$ cat src/rtl/fifo_wr_arbiter.sv
// -----------------------------------------------------------------------------
// fifo_wr_arbiter
//
// Round-robin arbiter that shares the async FIFO write port between NREQ
// valid/ready requesters. All requesters are in the write clock domain. The
// winner of an arbitration keeps the port for a burst of up to MAXBURST words.
// The port is released early if the owner stops presenting data.
//
// Parameters
//   NREQ      number of requesters (>= 2)
//   DSIZE     data word width; must match the FIFO word width
//   MAXBURST  maximum words per grant (>= 1)
//
// Ports
//   wclk       in   write-domain clock; all state changes on its rising edge
//   wrst       in   synchronous active-high reset
//   req_valid  in   [NREQ]        per-requester word valid
//   req_data   in   [NREQ*DSIZE]  requester i drives bits [i*DSIZE +: DSIZE]
//   req_ready  out  [NREQ]        per-requester accept (valid & ready = transfer)
//   wfull      in   FIFO full flag
//   winc       out  FIFO write enable, one pulse per accepted word
//   wdata      out  [DSIZE]       FIFO write data
//   grant      out  [NREQ]        registered one-hot owner, all-zero when idle
// -----------------------------------------------------------------------------
module fifo_wr_arbiter #(
  parameter int NREQ     = 4,
  parameter int DSIZE    = 8,
  parameter int MAXBURST = 4
) (
  input  logic                    wclk,
  input  logic                    wrst,
  input  logic [NREQ-1:0]         req_valid,
  input  logic [NREQ*DSIZE-1:0]   req_data,
  output logic [NREQ-1:0]         req_ready,
  input  logic                    wfull,
  output logic                    winc,
  output logic [DSIZE-1:0]        wdata,
  output logic [NREQ-1:0]         grant
);

  localparam int IW = (NREQ > 1) ? $clog2(NREQ) : 1;
  localparam int CW = $clog2(MAXBURST + 1);
  // Count value at which the next transfer completes the burst.
  localparam logic [CW-1:0] LAST_BEAT = CW'(MAXBURST - 1);
  localparam logic [NREQ-1:0] ONE_HOT_0 = {{(NREQ-1){1'b0}}, 1'b1};

  typedef enum logic {
    ST_IDLE  = 1'b0,
    ST_GRANT = 1'b1
  } state_t;

  state_t            state_reg;
  logic [NREQ-1:0]   grant_reg;
  logic [IW-1:0]     owner_reg;
  logic [IW-1:0]     last_reg;
  logic [CW-1:0]     count_reg;

  logic [IW-1:0]     arb_idx_next;
  logic [NREQ-1:0]   arb_grant_next;
  logic              owner_valid;
  logic              active;
  logic              xfer;

  // Unpack the flat data bus into one word per requester.
  logic [DSIZE-1:0]  req_word [NREQ];

  generate
    for (genvar gi = 0; gi < NREQ; gi++) begin : g_unpack
      assign req_word[gi] = req_data[gi*DSIZE +: DSIZE];
    end
  endgenerate

  // The port is only usable while owned and out of reset; reset gates the
  // handshake combinationally so no word can slip through in the reset cycle.
  assign active      = (state_reg == ST_GRANT) && !wrst;
  assign owner_valid = req_valid[owner_reg];
  assign xfer        = active && owner_valid && !wfull;

  assign winc  = xfer;
  assign wdata = req_word[owner_reg];
  assign grant = grant_reg;

  // Only the owner sees ready. Ready follows ~wfull even if the owner is not
  // presenting a word; without valid there is no transfer either way.
  generate
    for (genvar gi = 0; gi < NREQ; gi++) begin : g_ready
      assign req_ready[gi] = active && !wfull && grant_reg[gi];
    end
  endgenerate

  // Cyclic search starting one past the last-served requester. The loop runs
  // from the farthest candidate to the nearest so the nearest valid one wins.
  always_comb begin
    arb_idx_next = last_reg;
    for (int k = NREQ; k >= 1; k--) begin
      if (req_valid[(int'(last_reg) + k) % NREQ]) begin
        arb_idx_next = IW'((int'(last_reg) + k) % NREQ);
      end
    end
  end

  assign arb_grant_next = ONE_HOT_0 << arb_idx_next;

  // Arbitration FSM. IDLE always costs one cycle (no transfer there), which
  // keeps the grant and the data mux registered.
  always_ff @(posedge wclk) begin
    if (wrst) begin
      state_reg <= ST_IDLE;
      grant_reg <= '0;
      owner_reg <= '0;
      count_reg <= '0;
      // Point at the last requester so requester 0 wins first after reset.
      last_reg  <= IW'(NREQ - 1);
    end else begin
      case (state_reg)
        ST_IDLE: begin
          if (|req_valid) begin
            state_reg <= ST_GRANT;
            grant_reg <= arb_grant_next;
            owner_reg <= arb_idx_next;
            count_reg <= '0;
          end
        end

        ST_GRANT: begin
          if (!owner_valid) begin
            // Owner went quiet: forfeit the port, it becomes lowest priority.
            state_reg <= ST_IDLE;
            grant_reg <= '0;
            last_reg  <= owner_reg;
            count_reg <= '0;
          end else if (!wfull) begin
            if (count_reg == LAST_BEAT) begin
              // Final word of the burst is transferring now.
              state_reg <= ST_IDLE;
              grant_reg <= '0;
              last_reg  <= owner_reg;
              count_reg <= '0;
            end else begin
              count_reg <= count_reg + CW'(1);
            end
          end
          // wfull with valid held: stall, grant and count unchanged.
        end

        default: begin
          state_reg <= ST_IDLE;
          grant_reg <= '0;
          count_reg <= '0;
        end
      endcase
    end
  end

endmodule

$ cat config.mk
export PLATFORM = sky130hd
export DESIGN_NAME = fifo_wr_arbiter
export DESIGN_NICKNAME = d
export VERILOG_FILES = /design/src/rtl/fifo_wr_arbiter.sv
export SDC_FILE = /design/constraint.sdc
export NUM_CORES = 1
export LEC_CHECK = 0
export BUFFER_PORTS_ARGS = -buffer_cell sky130_fd_sc_hd__buf_2
export CAP_MARGIN = 40
export CORE_ASPECT_RATIO = 1.4
export CORE_MARGIN = 2
export CORE_UTILIZATION = 42
export DETAILED_ROUTE_END_ITERATION = 10
export PLACE_DENSITY = 0.83
export SETUP_SLACK_MARGIN = 0.3
export SYNTH_ARGS = -nofsm -noshare
export SYNTH_HDL_FRONTEND = slang
export SYNTH_SLANG_ARGS = --single-unit
$ cat constraint.sdc
create_clock -name wclk -period 1.6 [get_ports wclk]
set_input_delay 0.08 -clock wclk [delete_from_list [all_inputs] [get_ports wclk]]
set_output_delay 0.08 -clock wclk [all_outputs]
set_load 0.01 [all_outputs]
Word level (Yosys, flattened, before mapping)

Index checks and enable logic that the tools add are counted.

Input port bits: 39
Memory bits (read-only): 0
Bits in registers: 12
Memories: 0
Bits in latches: 0
Memory bits (writable): 0
Output and inout port bits: 17
Logic and storage cells: 87

Multiply operators: 0
Reduce and logical (&&, ||, !) cells: 19
Eq/ne operators: 6
Shift operators: 1
Add/subtract/negate cells: 5
Magnitude comparators: 6
Muxes and demuxes: 39
Divide/modulo/power cells: 0
Bitwise operators: 6

Operators by type and width:

| cell                                                                         | count |
|---|---|
| 8-bit binary-select mux with 2-bit select                                    | 1 |
| 3-bit by 4-bit less-than comparator with 1-bit output, second input constant | 4 |
| 4-bit two-way mux                                                            | 4 |
| 8-bit two-way mux                                                            | 2 |
| 2-bit two-way mux                                                            | 7 |
| 1-bit two-way mux                                                            | 13 |
| 3-bit two-way mux                                                            | 4 |
| 1-bit binary-select mux with 2-bit select                                    | 5 |
| 1-bit logical AND                                                            | 8 |
| 4-bit case mux with 2 select lines                                           | 1 |
| 2-bit OR reduction                                                           | 4 |
| 3-bit case mux with 2 select lines                                           | 1 |
| 3-bit AND reduction                                                          | 2 |
| 2-bit by 1-bit adder with 2-bit output, second input constant                | 2 |
| 2-bit adder, second input constant                                           | 2 |
| 1-bit AND, first input constant                                              | 4 |
| 2-bit != test, second input constant                                         | 2 |
| 2-bit AND reduction                                                          | 2 |
| 4-bit OR reduction                                                           | 1 |
| 1-bit by 2-bit left shift with 4-bit output, first input constant            | 1 |
| 3-bit by 1-bit adder with 3-bit output, second input constant                | 1 |
| 3-bit by 2-bit == test with 1-bit output, second input constant              | 1 |
| 3-bit >= comparator, second input constant                                   | 1 |
| 2-bit by 3-bit less-than comparator with 1-bit output, second input constant | 1 |
| 7 further kinds                                                              | 8 |

Longest topological paths before layout

Word-level depth: 13
Gate-level depth with buffers: 5
Gate-level depth less buffers: 5

Worst setup path before layout

Ideal clock, no wire load.

Path kind: register to register
Start point: register owner_reg[1]
End point: register count_reg[1]
Clock period less this slack: 1325 ps
Data required time: 1483 ps
Arrival: 1208 ps
Cell stages (with the launch flop): 5
Buffers on the path: 0
Slack: 275 ps
Setup time: 117 ps
Cell sequence: dfxtp_1 mux2_2 mux2i_4 nor3_2 a22o_1

Cells in the longest elaborated chain, start to end: 4
Elaborated cells on any way between the ends: 6
Those cells by class: eq/ne (1); mux (4); reduce/logical (1)

Ends and longest elaborated chain:

| element                                                                          | RTL line | source |
|---|---|---|
| start, declared                                                                  | 54       | `logic [IW-1:0] owner_reg;` |
| start signal, assigned                                                           | 120      | `owner_reg <= arb_idx_next;` |
| 1-bit binary-select mux with 2-bit select *                                      | 76       | `assign owner_valid = req_valid[owner_reg];` |
| 1-bit two-way mux (implied by the code) *                                        | 76       |  |
| 3-bit two-way mux / 3-bit != test (equally long branches)                        | -        |  |
| 3-bit case mux with 2 select lines / 2-bit AND reduction (equally long branches) | -        |  |
| end signal, assigned                                                             | 140      | `count_reg <= count_reg + CW'(1);` |
| end, declared                                                                    | 56       | `logic [CW-1:0] count_reg;` |

Every way passes the cells marked *; elsewhere a longest branch is shown, timed or not. The select of a mux whose other input is x is not followed.
A chain may end at the register's enable or synchronous reset.

Worst setup path in the final report

Start point: register owner_reg[0]
End point: output wdata[2]

Cells in the longest elaborated chain, start to end: 4

Ends and longest elaborated chain:

| element                                              | RTL line | source |
|---|---|---|
| 2-bit NOT with 3-bit output (implied by the code)    | 80       | `assign wdata = req_word[owner_reg];` |
| 8-bit binary-select mux with 2-bit select            | 80       |  |
| 8-bit two-way mux (implied by the code) (2 in a row) | 80       |  |
| end, declared                                        | 37       | `output logic [DSIZE-1:0] wdata,` |

No other way between the ends. The select of a mux whose other input is x is not followed.

==> load_flow_metrics.sql <==
INSERT INTO impl_metrics (metric_group, metric, value, unit) VALUES
('grt', 'grt_first_pass_wirelength', '4140', 'microns'),
('detailed_routing', 'drt-wirelength-per-cell', '15.78', 'microns'),
('cts', 'path_clk_slew', '70', 'ps'),
('cts', 'insertion_delay', '280', 'ps'),
('sta', 'timing_hold_violations_final', '0', ''),
('cts', 'clkSinkCount', '12', ''),
('critical_path', 'worstSetupPathType', 'reg2out', ''),
('grt', 'grt_overflow', '0', ''),
('cts', 'cts_hold_buffers_added', '0', ''),
('final_layout', 'num-nets-final', '197', ''),
('detailed_routing', 'drc', '0', ''),
('die', 'die_area', '2566', 'sq um'),
('synthesis', 'syn_inst', '94', ''),
('cts', 'cts-htree-levels', '1', ''),
('power', 'static-leakage-power', '0.6410', 'nW'),
('place', 'place.gp.congestion', '0.8234', ''),
('sta', 'timing.setup.tns', '0', 'ps'),
('detailed_routing', 'vias_per_cell', '5.640', ''),
('power', 'totalPowerFinal', '1.122', 'mW'),
('place', 'placed_area', '1216', 'sq um'),
('critical_path', 'endpoint_kind', 'output pin', ''),
('synthesis', 'yosys_warnings', '0', ''),
('cts', 'tritoncts', 'done', ''),
('sta', 'unrepaired_setup_endpoints_after_global_routing', 'yes', ''),
('power', 'seqPwrFrac', '32.1', '%'),
('power', 'netSwitchingPower', '365.2', 'uW'),
('power', 'p_sw_share', '32.55', '%'),
('die', 'die_w', '43.39', 'microns'),
('detailed_routing', 'drt_iter0_markers', '18', ''),
('cts', 'cts-buffers-inserted', '3', ''),
('synthesis', 'post_synth.cell_area_avg', '9.703', 'sq um'),
('critical_path', 'critPathArrivalTime', '1440', 'ps'),
('final_layout', 'synthToLayoutAreaGrowth', '60.36', '%'),
('sta', 'period_needed', '1516', 'ps'),
('cts', 'ctsLongestPathBuffers', '2', ''),
('critical_path', 'worst-endpoint-required', '1520', 'ps'),
('flow_run', 'max_cap_violations', '0', ''),
('detailed_routing', 'drt-pass1-iter-count', '4', ''),
('power', 'share_comb_of_total_power', '46.2', '%'),
('place', 'dp_hpwl', '2017', 'microns'),
('grt', 'grt_start_max_net_pins', '13', ''),
('synthesis', 'synth_cell_types', '34', ''),
('sta', 'max_slew.worst_pin.slew', '291.6', 'ps'),
('grt', 'aggregate_global_route_resource_usage', '21.54', '%'),
('final_layout', 'largest_register_ffs', '4', ''),
('final_layout', 'layout_common_cells', 'buf_2 (50), nor2_1 (9), buf_6 (9)', ''),
('sta', 'timing.final.setup_violations', '0', ''),
('power', 'power.share.clock', '21.6', '%'),
('synthesis', 'netlist_area', '912.1', 'sq um'),
('final_layout', 'layout_commonest_cell', 'buf_2', ''),
('die', 'core.rowCount', '20', ''),
('run_status', 'status', 'complete, no violations', ''),
('detailed_routing', 'wl', '2808', 'microns'),
('worst_hold_path', 'hp-class', 'in2reg', ''),
('critical_path', 'path_cells', 'buf_8, mux4_2, buf_2', ''),
('detailed_routing', 'antenna_violating_nets_post_route', '0', ''),
('power', 'powerDensity', '767.0', 'nW/um^2'),
('grt', 'antenna_violations_before_repair', '0', ''),
('sta', 'finalClockSkew', '0.9311', 'ps'),
('detailed_routing', 'total_number_of_vias', '1004', ''),
('power', 'peakVddDrop', '0.0005104', 'V'),
('final_layout', 'layout.cells.non_filler', '178', ''),
('synthesis', 'ys_seq_area_share', '26.34', '%'),
('final_layout', 'n_diodes', '0', ''),
('cts', 'clock_tree.root_cell', 'clkbuf_4', ''),
('critical_path', 'critPathMaxStageDelay', '510', 'ps'),
('grt', 'first_global_vias', '999', ''),
('sta', 'relSlewSlack', '80.41', '%'),
('synthesis', 'ys_seq_elements', '12', ''),
('die', 'core_region_area', '2102', 'sq um'),
('place', 'placement.io_buffers', '55', ''),
('final_layout', 'layout.cell_area.non_filler', '1463', 'sq um'),
('die', 'top_level_ports', '56', ''),
('final_layout', 'drive_above_1_share', '64.74', '%'),
('sta', 'clock.fmax', '659.7', 'MHz'),
('place', 'placed_cells_incl_taps', '168', ''),
('critical_path', 'startpoint_type', 'flip-flop', ''),
('power', 'cellInternalPower', '756.8', 'uW'),
('critical_path', 'critical-path-slowest-cell', 'mux4_2', ''),
('final_layout', 'fillerInstances', '139', ''),
('synthesis', 'synth_fp_nets', '134', ''),
('die', 'die_height', '59.14', 'microns'),
('die', 'floorplan.initialDensity', '43.39', '%'),
('critical_path', 'worst-path-max-fanout', '8', ''),
('sta', 'timing.final.max_slew_violations', '0', ''),
('sta', 'final_min_period_over_clock_period', '94.74', '%');
-- metal layers --
| layer | global-route usage, % | share of wire (%) |
|---|---|---|
| met1 | 18.70 | 31 |
| met2 | 44.99 | 59 |
| met3 | 3.049 | 7.9 |
| met4 | 10.82 | 2.2 |
| met5 | 0 | 0 |
-- worst paths after layout --
check                                   from           end  slack [ps]  cells after the start
worst min register to register  count_reg[2]  count_reg[2]         510                      2
worst max-delay path            owner_reg[0]      wdata[2]          80                      3
worst min-delay path                    wrst  owner_reg[1]         130                      2
worst max register to register  owner_reg[0]      grant[3]         140                      6
-- kinds of logic after synthesis --
group                    share of synthesized area (%)
multiplexers                                     28.39
AND/OR/NAND/NOR                                  22.36
buffers and inverters                            6.446
flip-flops                                       26.34
AO/OA/AOI/OAI                                    15.09
adder cells (fa/ha/maj)                          1.372
-- Yosys cell counts --
library cell	count	area (sq um)
dfxtp_1	12	240.2
nor2_1	9	33.78
mux4_2	8	180.2
nor3_1	8	40.04
inv_1	6	22.52
buf_2	5	25.02
nand2b_1	5	31.28
a21oi_1	4	20.02
nand2_1	4	15.01
o22ai_1	4	25.02
mux2i_1	3	30.03
a22o_1	2	17.52
a31oi_1	2	12.51
o21ai_0	2	10.01
a211oi_1	1	7.510
a21o_1	1	7.510
and3b_1	1	8.760
buf_4	1	7.510
clkbuf_1	1	3.750
ha_1	1	12.51
mux2_2	1	11.26
mux2_4	1	15.01
mux2i_4	1	22.52
nand3b_1	1	7.510
nand4_1	1	6.260
nand4b_1	1	8.760
nor3_2	1	10.01
nor3b_1	1	7.510
nor4_4	1	21.27
o21a_1	1	7.510
o21bai_1	1	7.510
o32a_4	1	22.52
or2b_1	1	7.510
or3_1	1	6.260
-- layout make-up --
| cell class | instances | area, sq um | share of cell area [%] |
|---|---|---|---|
| Inverter | 6 | 22.52 | 1.540 |
| Multi-Input combinational cell | 69 | 716.9 | 49.02 |
| Timing Repair Buffer | 65 | 404.1 | 27.63 |
| Tap cell | 22 | 27.53 | 1.882 |
| Sequential cell | 12 | 255.2 | 17.45 |
| Clock buffer | 4 | 36.28 | 2.481 |
-- power groups by stage --
stage	Sequential [mW]	Clock (mW)	Combinational, mW
finish	0.360	0.243	0.519
global route	0.365	0.256	0.560
CTS	0.357	0.246	0.467
detailed placement	0.366	0	0.403
global placement	0.364	0	0.392
floorplan	0.352	0	0.281
-- repair_timing --
item | CTS | global route
buffers inserted | 5 | 1
resized for setup | 20 | 15
pin swaps | 6 | 6
endpoints found under the setup margin | 23 | 24
-- worst max-delay path: cells and delay by family (launching register included) --
family | cells | cell delay [ps]
buf+inv | 2 | 310
flops | 1 | 350
mux | 1 | 510
-- metrics by stage --
step | hold slack [ps] | setup slack (ps) | util, %
6_report | 130.4 | 84.22 | 69.58
5_1_grt | 156.6 | 51.00 | 69.58
4_1_cts | 131.4 | 80.30 | 65.24
3_5_place_dp | 430.0 | 190.8 | 57.86
3_3_place_gp | 411.8 | 247.4 | 57.86
2_1_floorplan | 295.6 | 312.9 | -
Note: power is estimated with default switching activity, not from simulation.
